**src/rtl/jvm_insn_framer.sv**
```systemverilog
// JVM bytecode framer: turns a byte stream into whole instructions (opcode, operands, PC tag),
// handling the wide prefix and halting on opcodes that cannot be framed until resync.
//
// state     | meaning
// ----------+--------------------------------------------------------------
// OPCODE    | waiting for the first byte of an instruction
// WIDE      | wide prefix seen, waiting for the modified opcode
// OPER      | collecting operand bytes
// EMIT      | instruction on the output, held until out_ready
// HALT      | unsupported opcode emitted, frozen until resync
module jvm_insn_framer #(
    parameter int CNT_W        = 5,
    parameter int MAX_OPERANDS = 4,
    parameter int PC_W         = 16
) (
    input  logic                      clk,
    input  logic                      rst,
    input  logic                      in_valid,
    output logic                      in_ready,
    input  logic [7:0]                in_byte,
    output logic                      out_valid,
    input  logic                      out_ready,
    output logic [7:0]                out_opcode,
    output logic [8*MAX_OPERANDS-1:0] out_operands,
    output logic [CNT_W-1:0]          out_count,
    output logic                      out_wide,
    output logic                      out_unsupported,
    output logic [PC_W-1:0]           out_pc,
    input  logic                      resync,
    input  logic [PC_W-1:0]           resync_pc
);

    typedef enum logic [2:0] {
        ST_OPCODE,
        ST_WIDE,
        ST_OPER,
        ST_EMIT,
        ST_HALT
    } state_t;

    localparam logic [7:0] OP_WIDE = 8'hc4;

    state_t                    state_q, state_d;
    logic [7:0]                opcode_q;
    logic [8*MAX_OPERANDS-1:0] operands_q;
    logic [CNT_W-1:0]          count_q;
    logic [CNT_W-1:0]          idx_q;
    logic [2:0]                rem_q;
    logic                      wide_q;
    logic                      unsup_q;
    logic [PC_W-1:0]           pc_q;
    logic [PC_W-1:0]           out_pc_q;

    function automatic logic [2:0] oper_len(input logic [7:0] op);
        case (op) inside
            8'h10, 8'h12, [8'h15:8'h19], [8'h36:8'h3a], 8'ha9, 8'hbc:
                oper_len = 3'd1;
            8'h11, 8'h13, 8'h14, 8'h84, [8'h99:8'ha8], [8'hb2:8'hb8], 8'hbb, 8'hbd,
            8'hc0, 8'hc1, 8'hc6, 8'hc7:
                oper_len = 3'd2;
            8'hc5:
                oper_len = 3'd3;
            8'hb9, 8'hba, 8'hc8, 8'hc9:
                oper_len = 3'd4;
            default:
                oper_len = 3'd0;
        endcase
    endfunction

    function automatic logic is_unsup(input logic [7:0] op);
        is_unsup = (op == 8'haa) || (op == 8'hab) || (op >= 8'hcb);
    endfunction

    // Operand length after a wide prefix; 0 means the modified opcode cannot be widened.
    function automatic logic [2:0] wide_len(input logic [7:0] op);
        case (op) inside
            8'h84:                                    wide_len = 3'd4;
            [8'h15:8'h19], [8'h36:8'h3a], 8'ha9:     wide_len = 3'd2;
            default:                                  wide_len = 3'd0;
        endcase
    endfunction

    logic       accept;
    logic       first_byte;
    logic [2:0] op_len;
    logic       op_unsup;
    logic       op_is_wide;
    logic [2:0] wlen;
    state_t     first_state;

    assign accept      = in_valid && in_ready;
    assign first_byte  = accept && (state_q == ST_OPCODE || state_q == ST_EMIT);
    assign op_len      = oper_len(in_byte);
    assign op_unsup    = is_unsup(in_byte);
    assign op_is_wide  = (in_byte == OP_WIDE);
    assign wlen        = wide_len(in_byte);
    assign first_state = op_is_wide ? ST_WIDE :
                         (op_unsup || op_len == 3'd0) ? ST_EMIT : ST_OPER;

    always_ff @(posedge clk) begin
        if (rst) state_q <= ST_OPCODE;
        else     state_q <= state_d;
    end

    always_comb begin
        state_d = state_q;
        if (resync) begin
            state_d = ST_OPCODE;
        end else begin
            case (state_q)
                ST_OPCODE: if (accept) state_d = first_state;
                ST_WIDE:   if (accept) state_d = (wlen != 3'd0) ? ST_OPER : ST_EMIT;
                ST_OPER:   if (accept && rem_q == 3'd1) state_d = ST_EMIT;
                ST_EMIT: begin
                    if (accept)         state_d = first_state;
                    else if (out_ready) state_d = unsup_q ? ST_HALT : ST_OPCODE;
                end
                default:   state_d = state_q;
            endcase
        end
    end

    always_comb begin
        in_ready  = 1'b0;
        out_valid = (state_q == ST_EMIT);
        if (!rst && !resync) begin
            case (state_q)
                ST_OPCODE, ST_WIDE, ST_OPER: in_ready = 1'b1;
                ST_EMIT:                     in_ready = out_ready && !unsup_q;
                default:                     in_ready = 1'b0;
            endcase
        end
    end

    always_ff @(posedge clk) begin
        if (rst) begin
            opcode_q   <= '0;
            operands_q <= '0;
            count_q    <= '0;
            idx_q      <= '0;
            rem_q      <= '0;
            wide_q     <= 1'b0;
            unsup_q    <= 1'b0;
            pc_q       <= '0;
            out_pc_q   <= '0;
        end else if (resync) begin
            pc_q <= resync_pc;
        end else if (accept) begin
            pc_q <= pc_q + PC_W'(1);
            if (first_byte) begin
                out_pc_q   <= pc_q;
                opcode_q   <= in_byte;
                operands_q <= '0;
                wide_q     <= op_is_wide;
                unsup_q    <= op_unsup;
                count_q    <= op_unsup ? '0 : CNT_W'(op_len);
                rem_q      <= op_unsup ? 3'd0 : op_len;
                idx_q      <= '0;
            end else if (state_q == ST_WIDE) begin
                opcode_q <= in_byte;
                unsup_q  <= (wlen == 3'd0);
                count_q  <= CNT_W'(wlen);
                rem_q    <= wlen;
            end else begin
                for (int i = 0; i < MAX_OPERANDS; i++) begin
                    if (idx_q == CNT_W'(i)) operands_q[8*i +: 8] <= in_byte;
                end
                idx_q <= idx_q + CNT_W'(1);
                rem_q <= rem_q - 3'd1;
            end
        end
    end

    assign out_opcode      = opcode_q;
    assign out_operands    = operands_q;
    assign out_count       = count_q;
    assign out_wide        = wide_q;
    assign out_unsupported = unsup_q;
    assign out_pc          = out_pc_q;

endmodule

```
**config.mk**
```make
export PLATFORM = sky130hd
export DESIGN_NAME = jvm_insn_framer
export DESIGN_NICKNAME = d
export VERILOG_FILES = /design/src/rtl/jvm_insn_framer.sv
export SDC_FILE = /design/constraint.sdc
export NUM_CORES = 1
export LEC_CHECK = 0
export ABC_CLOCK_PERIOD_IN_PS = 2000
export BUFFER_PORTS_ARGS = -buffer_cell sky130_fd_sc_hd__buf_2
export CORE_ASPECT_RATIO = 1.2
export CORE_UTILIZATION = 30
export CTS_CLUSTER_DIAMETER = 40
export CTS_CLUSTER_SIZE = 8
export DETAILED_ROUTE_END_ITERATION = 12
export RECOVER_POWER = 100
export SLEW_MARGIN = 5
export SYNTH_ARGS = -nofsm -noshare
export SYNTH_HDL_FRONTEND = slang
export SYNTH_SLANG_ARGS = --single-unit
```
**constraint.sdc**
```tcl
create_clock -name clk -period 2 [get_ports clk]
set_input_delay 0 -clock clk [delete_from_list [all_inputs] [get_ports clk]]
set_output_delay 0 -clock clk [all_outputs]
set_load 0.01 [all_outputs]
```
# == Word level (Yosys, flattened, before mapping) ==
# Index checks and enable logic that the tools add are counted.
# totals
reg_bits,90
output_inout_bits,65
elab_cells,141
# classes
add_sub_neg,3
magnitude_cmp,9
n_eq_ne,34
n_mux,38
bitwise_logic,1
n_reduce_logical,43
# ops
op,n
8-bit equality test (second input constant),17
32-bit 2-to-1 mux,2
8-bit 2-to-1 mux,6
3-bit 2-to-1 mux,15
8-bit by 5-bit equality test with 1-bit output (second input constant),5
16-bit 2-to-1 mux,2
8-bit greater-or-equal comparator (second input constant),3
5-bit 2-to-1 mux,4
16-bit by 1-bit adder with 16-bit output (second input constant),1
8-bit <= comparator (second input constant),2
4-bit AND reduction,4
3-bit case mux with 4 select lines,1
2-bit nonzero test,6
12-bit OR reduction,1
5-bit by 2-bit equality test with 1-bit output (second input constant),2
1-bit logical AND,9
3-bit logical NOT,3
3-bit AND reduction,3
8-bit by 5-bit greater-or-equal comparator with 1-bit output (second input constant),1
8-bit by 6-bit greater-or-equal comparator with 1-bit output (second input constant),1
8-bit by 5-bit <= comparator with 1-bit output (second input constant),1
8-bit by 6-bit <= comparator with 1-bit output (second input constant),1
2-bit inequality test (second input constant),4
3-bit by 1-bit equality test with 1-bit output (second input constant),2
other kinds (20),32

# == Longest topological paths before layout ==
# depth
depth_word,12
ltp_mapped,8
ltp_nobuf,7

# == Worst setup path before layout ==
# No wires, ideal clock.
# synth_path
kind,reg-to-reg
startpoint,register state_q[2]
endpoint,"register operands_q[0], in the netlist out_operands[0]"
setup_time_ps,117
arrival_ps,1680
t_required_ps,1883
slack_ps,203
stages_incl_launch_ff,8
cell_sequence,dfxtp_1 > buf_4 > nor4b_4 > o21a_1 > and3_1 > buf_4 > mux2i_1 > nor2_1
# synth_between
elab_chain_len,8
# synth_rtl
item,line,rtl
from (decl),43,"state_t state_q, state_d;"
from (signal assigned),102,else state_q <= state_d;
3-bit by 1-bit equality test with 1-bit output (tied with other cells),"127, 159",
3-bit OR reduction,127,case (state_q)
1-bit case mux with 2 select lines,127,
1-bit 2-to-1 mux,126,if (!rst && !resync) begin
1-bit logical AND,91,assign accept = in_valid && in_ready;
1-bit logical AND,92,assign first_byte = accept && (state_q == ST_OPCODE || state_q == ST_EMIT);
2-bit inequality test (no line) or 2-bit nonzero test (tied branches),n/a,
4-bit AND reduction (no line),n/a,
"to (signal, indexed assignment)",166,if (idx_q == CNT_W'(i)) operands_q[8*i +: 8] <= in_byte;
to (decl),45,logic [8*MAX_OPERANDS-1:0] operands_q;
# Several ways; a longest one is shown, not always the timed one.
# A chain may end at the register's enable or synchronous reset.

# == Worst setup path after layout ==
# layout_path
startpoint,register state_q[2]
endpoint,"register operands_q[1], in the netlist out_operands[1]"
# The elaborated chain is that of the path after synthesis.

==> metrics.md <==
| Metric | Value |
|---|---|
| Worst hold slack | `0.0355 ns` |
| Period Utilization, post-route | `0.921` |
| Actual slew at the worst max-slew pin | `slightly above 0.8 ns` |
| HP Class | `primary input to flip-flop` |
| Share of cells above drive strength 1 | `0.125` |
| First-pass GRT wire length | `about 20,000 microns` |
| Async set-reset flop share out of synthesis | `0` |
| Flops & latches, synth | `88` |
| XOR/XNOR Fraction of Synth Area | `0.0176` |
| Simple-gate share of the synthesized area | `0.251` |
| FF-to-FF setup slack | `0.16 ns` |
| Clock sink total | `88` |
| Vias | `4,157` |
| Clk Latency, worst-skew pair | `0.35 ns` |
| Avg Inst Size Synth | `8.36 sq um` |
| Multi-input logic area | `2450 sq um` |
| Largest net degree at the start of global routing | `78` |
| Worst Path Arrival | `2.06 ns` |
| Adder-Cell Fraction of Synth Area | `0.0195` |
| Crit end category | `flip-flop` |
| Critical Path Source Type | `flip-flop` |
| Final hold vios | `0` |
| CTS tree | `yes` |
| Mapped Cells | `between 500 and 600` |
| Status | `completed` |
| GPL Wtd Cong | `0.811` |
| Die Wd | `114 microns` |
| Vias/cell | `5.00` |
| Layout Skew | `0.00831 ns` |
| Fmax achieved | `0.543 GHz` |
| # diodes | `0` |
| Post-synthesis mux area share | `0.0760` |
| Routed WL | `roughly 12,000 microns` |
| Die area | `15,400 sq um` |
| Post-synthesis compound-gate area fraction | `0.180` |
| Synthesized area | `approximately 4500 sq um` |
| Number of enable flip-flop cells after synthesis | `0` |
| Top FF cell, synth | `dfxtp_1` |
| Core area | `14,500 sq um` |
| CTS Buf Count | `9` |
| Post-DP HPWL | `8890 microns` |
| Area Growth Syn to Fin | `23.2%` |
| Max_cap viols | `0` |
| Setup tns final | `0 ns` |
| Antenna violation net count after detailed routing | `0` |
| Reg clk slew, reported paths | `0.07 ns` |
| Unique masters post-synth | `64` |
| Final layout net count | `around 660` |
| CP Class | `flip-flop to flip-flop` |
| Pleak | `0.00197 uW` |
| Die height | `136 microns` |
| Pwr/cell area | `776 nW/um^2` |
| Max clock buf depth | `2` |
| Largest family of logic cells by synthesized area | `simple AND/OR/NAND/NOR gates` |
| Initial core utilization | `0.310` |
| Initial antenna violation count | `0` |
| Crit-path max FO | `8` |
| Number of fill cells in the layout | `roughly 1,500` |
| Most frequent cells in the layout | `dfxtp_1 (88), clkbuf_1 (63), nand2_1 (60), nor2_1 (59), a21oi_1 (56)` |
| PortBufs | `~90` |
| Final worst path period need | `1.84 ns` |
| Final setup violation count | `0` |
| Max-slew violation count | `0` |
| Detailed Routing Iterations Pass 1 | `5` |
| Worst EP required | `2.22 ns` |
| Vias in the first global route | `3,902` |
| DRC | `0` |
| H-tree Lvls | `3` |
| Row Count | `48` |
| Commonest non-fill, non-tap cell in the layout | `dfxtp_1` |
| Root buffer cell | `clkbuf_16` |
| Post-synthesis sequential area ratio | `0.393` |
| Register Area | `1760 sq um` |
| Initial DRC count | `~350` |
| GRT Resource Usage Total | `0.166` |
| Wirelength per Cell | `roughly 15 microns` |
| GRT Residual Overflow | `0` |
| Max-slew headroom | `0.461` |
| RSZ-0062 raised after global routing | `no` |
| Peak supply drop | `319 uV` |
| I/O pin total | `94` |
| Number of synthesis warnings | `0` |
flip-flops by register name, indices dropped and copies added, names as in the netlist:
name	flops
idx_q	5
out_count	3
out_opcode	8
out_operands	32
out_pc	16
out_unsupported	1
out_wide	1
pc_q	16
rem_q	3
state_q	3
cell families (layout without fill, tap and decap cells):
kind of cell / after synthesis / after routing
adder cells (fa/ha/maj): 7 / 7
flip-flops: 88 / 88
AO/OA/AOI/OAI: 122 / 122
other: 1 / 2
XOR/XNOR: 9 / 9
AND/OR/NAND/NOR: 216 / 216
buffers and inverters: 59 / 154
multiplexers: 34 / 34
area by class of cell:
cell class | instances | share of cell area
Clock buffer | 9 | 0.0408
Clock inverter | 6 | 0.0213
Inverter | 15 | 0.0102
Multi-Input combinational cell | 390 | 0.443
Sequential cell | 88 | 0.319
Tap cell | 200 | 0.0453
Timing Repair Buffer | 124 | 0.120
Yosys cell counts, types with 4 or more instances:
library cell,number,area share
a32oi_1,6,0.012
nand4_1,5,0.0070
a31oi_1,5,0.0070
and3_1,6,0.0084
buf_2,18,0.020
xnor2_1,5,0.0098
nand3_1,15,0.017
nand3b_1,6,0.010
a21oi_1,56,0.063
o21a_1,9,0.015
nor2b_1,5,0.0070
dfxtp_1,88,0.39
o21ai_0,13,0.015
buf_4,7,0.012
inv_1,15,0.013
ha_1,7,0.020
nand2_1,60,0.050
clkbuf_1,18,0.015
nor3_1,11,0.012
xor2_1,4,0.0078
and2_1,10,0.014
mux2i_1,34,0.076
nand2b_1,9,0.013
nor4_1,4,0.0056
nor2_1,59,0.049
critical path, cell delays in order (launching register included):
cell and delay, ns:
dfxtp_1 0.33, nor4b_4 0.34, buf_4 0.22, o21a_2 0.19, and3_1 0.16, buf_4 0.18, mux2i_1 0.23, nor2_1 0.06
layer usage:
layer / GRT usage / vias to the layer above / wire length [microns]
met2: 0.291 / 129 / 6120
met5: 0 / - / 0
met1: 0.194 / 1957 / 5510
met4: 0.0673 / 0 / 181
li1: - / 2056 / -
met3: 0.0357 / 15 / 610
worst paths after layout:
check                                 end  depth (start not counted)                     from
max          out_operands[1]$_SDFFE_PP0P_                          7  state_q[2]$_SDFFE_PP0P_
min            out_opcode[7]$_SDFFE_PP0P_                          3               in_byte[7]
max reg2reg  out_operands[1]$_SDFFE_PP0P_                          7  state_q[2]$_SDFFE_PP0P_
min reg2reg       out_pc[13]$_SDFFE_PP0P_                          2  out_pc[13]$_SDFFE_PP0P_
through the flow:
step	instances	setup slack, ns	utilization	total power [uW]	area, sq um
4_1_cts	832	0.0913	0.387	4340	5600
3_3_place_gp	801	0.179	0.352	2360	5100
2_1_floorplan	537	0.203	-	2220	4480
5_1_grt	832	0.000101	0.381	4450	5520
6_report	832	0.158	0.381	4280	5520
3_5_place_dp	801	0.112	0.352	2370	5100
what timing repair did:
| item | 4_1_cts | 5_1_grt |
|---|---|---|
| buffers inserted | 0 | 0 |
| hold endpoints to repair | 16 | 0 |
| hold buffers | 16 | 0 |
| setup endpoints to repair | 0 | 8 |
| gates resized for setup | 0 | 2 |
power by group:
| group | leakage (uW) | switching (uW) | total (uW) | internal [uW] |
|---|---|---|---|---|
| Clock | 0.000164 | 717 | 1940 | 1220 |
| Sequential | 0.000716 | 52.6 | 1870 | 1810 |
| Combinational | 0.00109 | 286 | 478 | 192 |
Note: power is estimated with default switching activity, not from simulation.
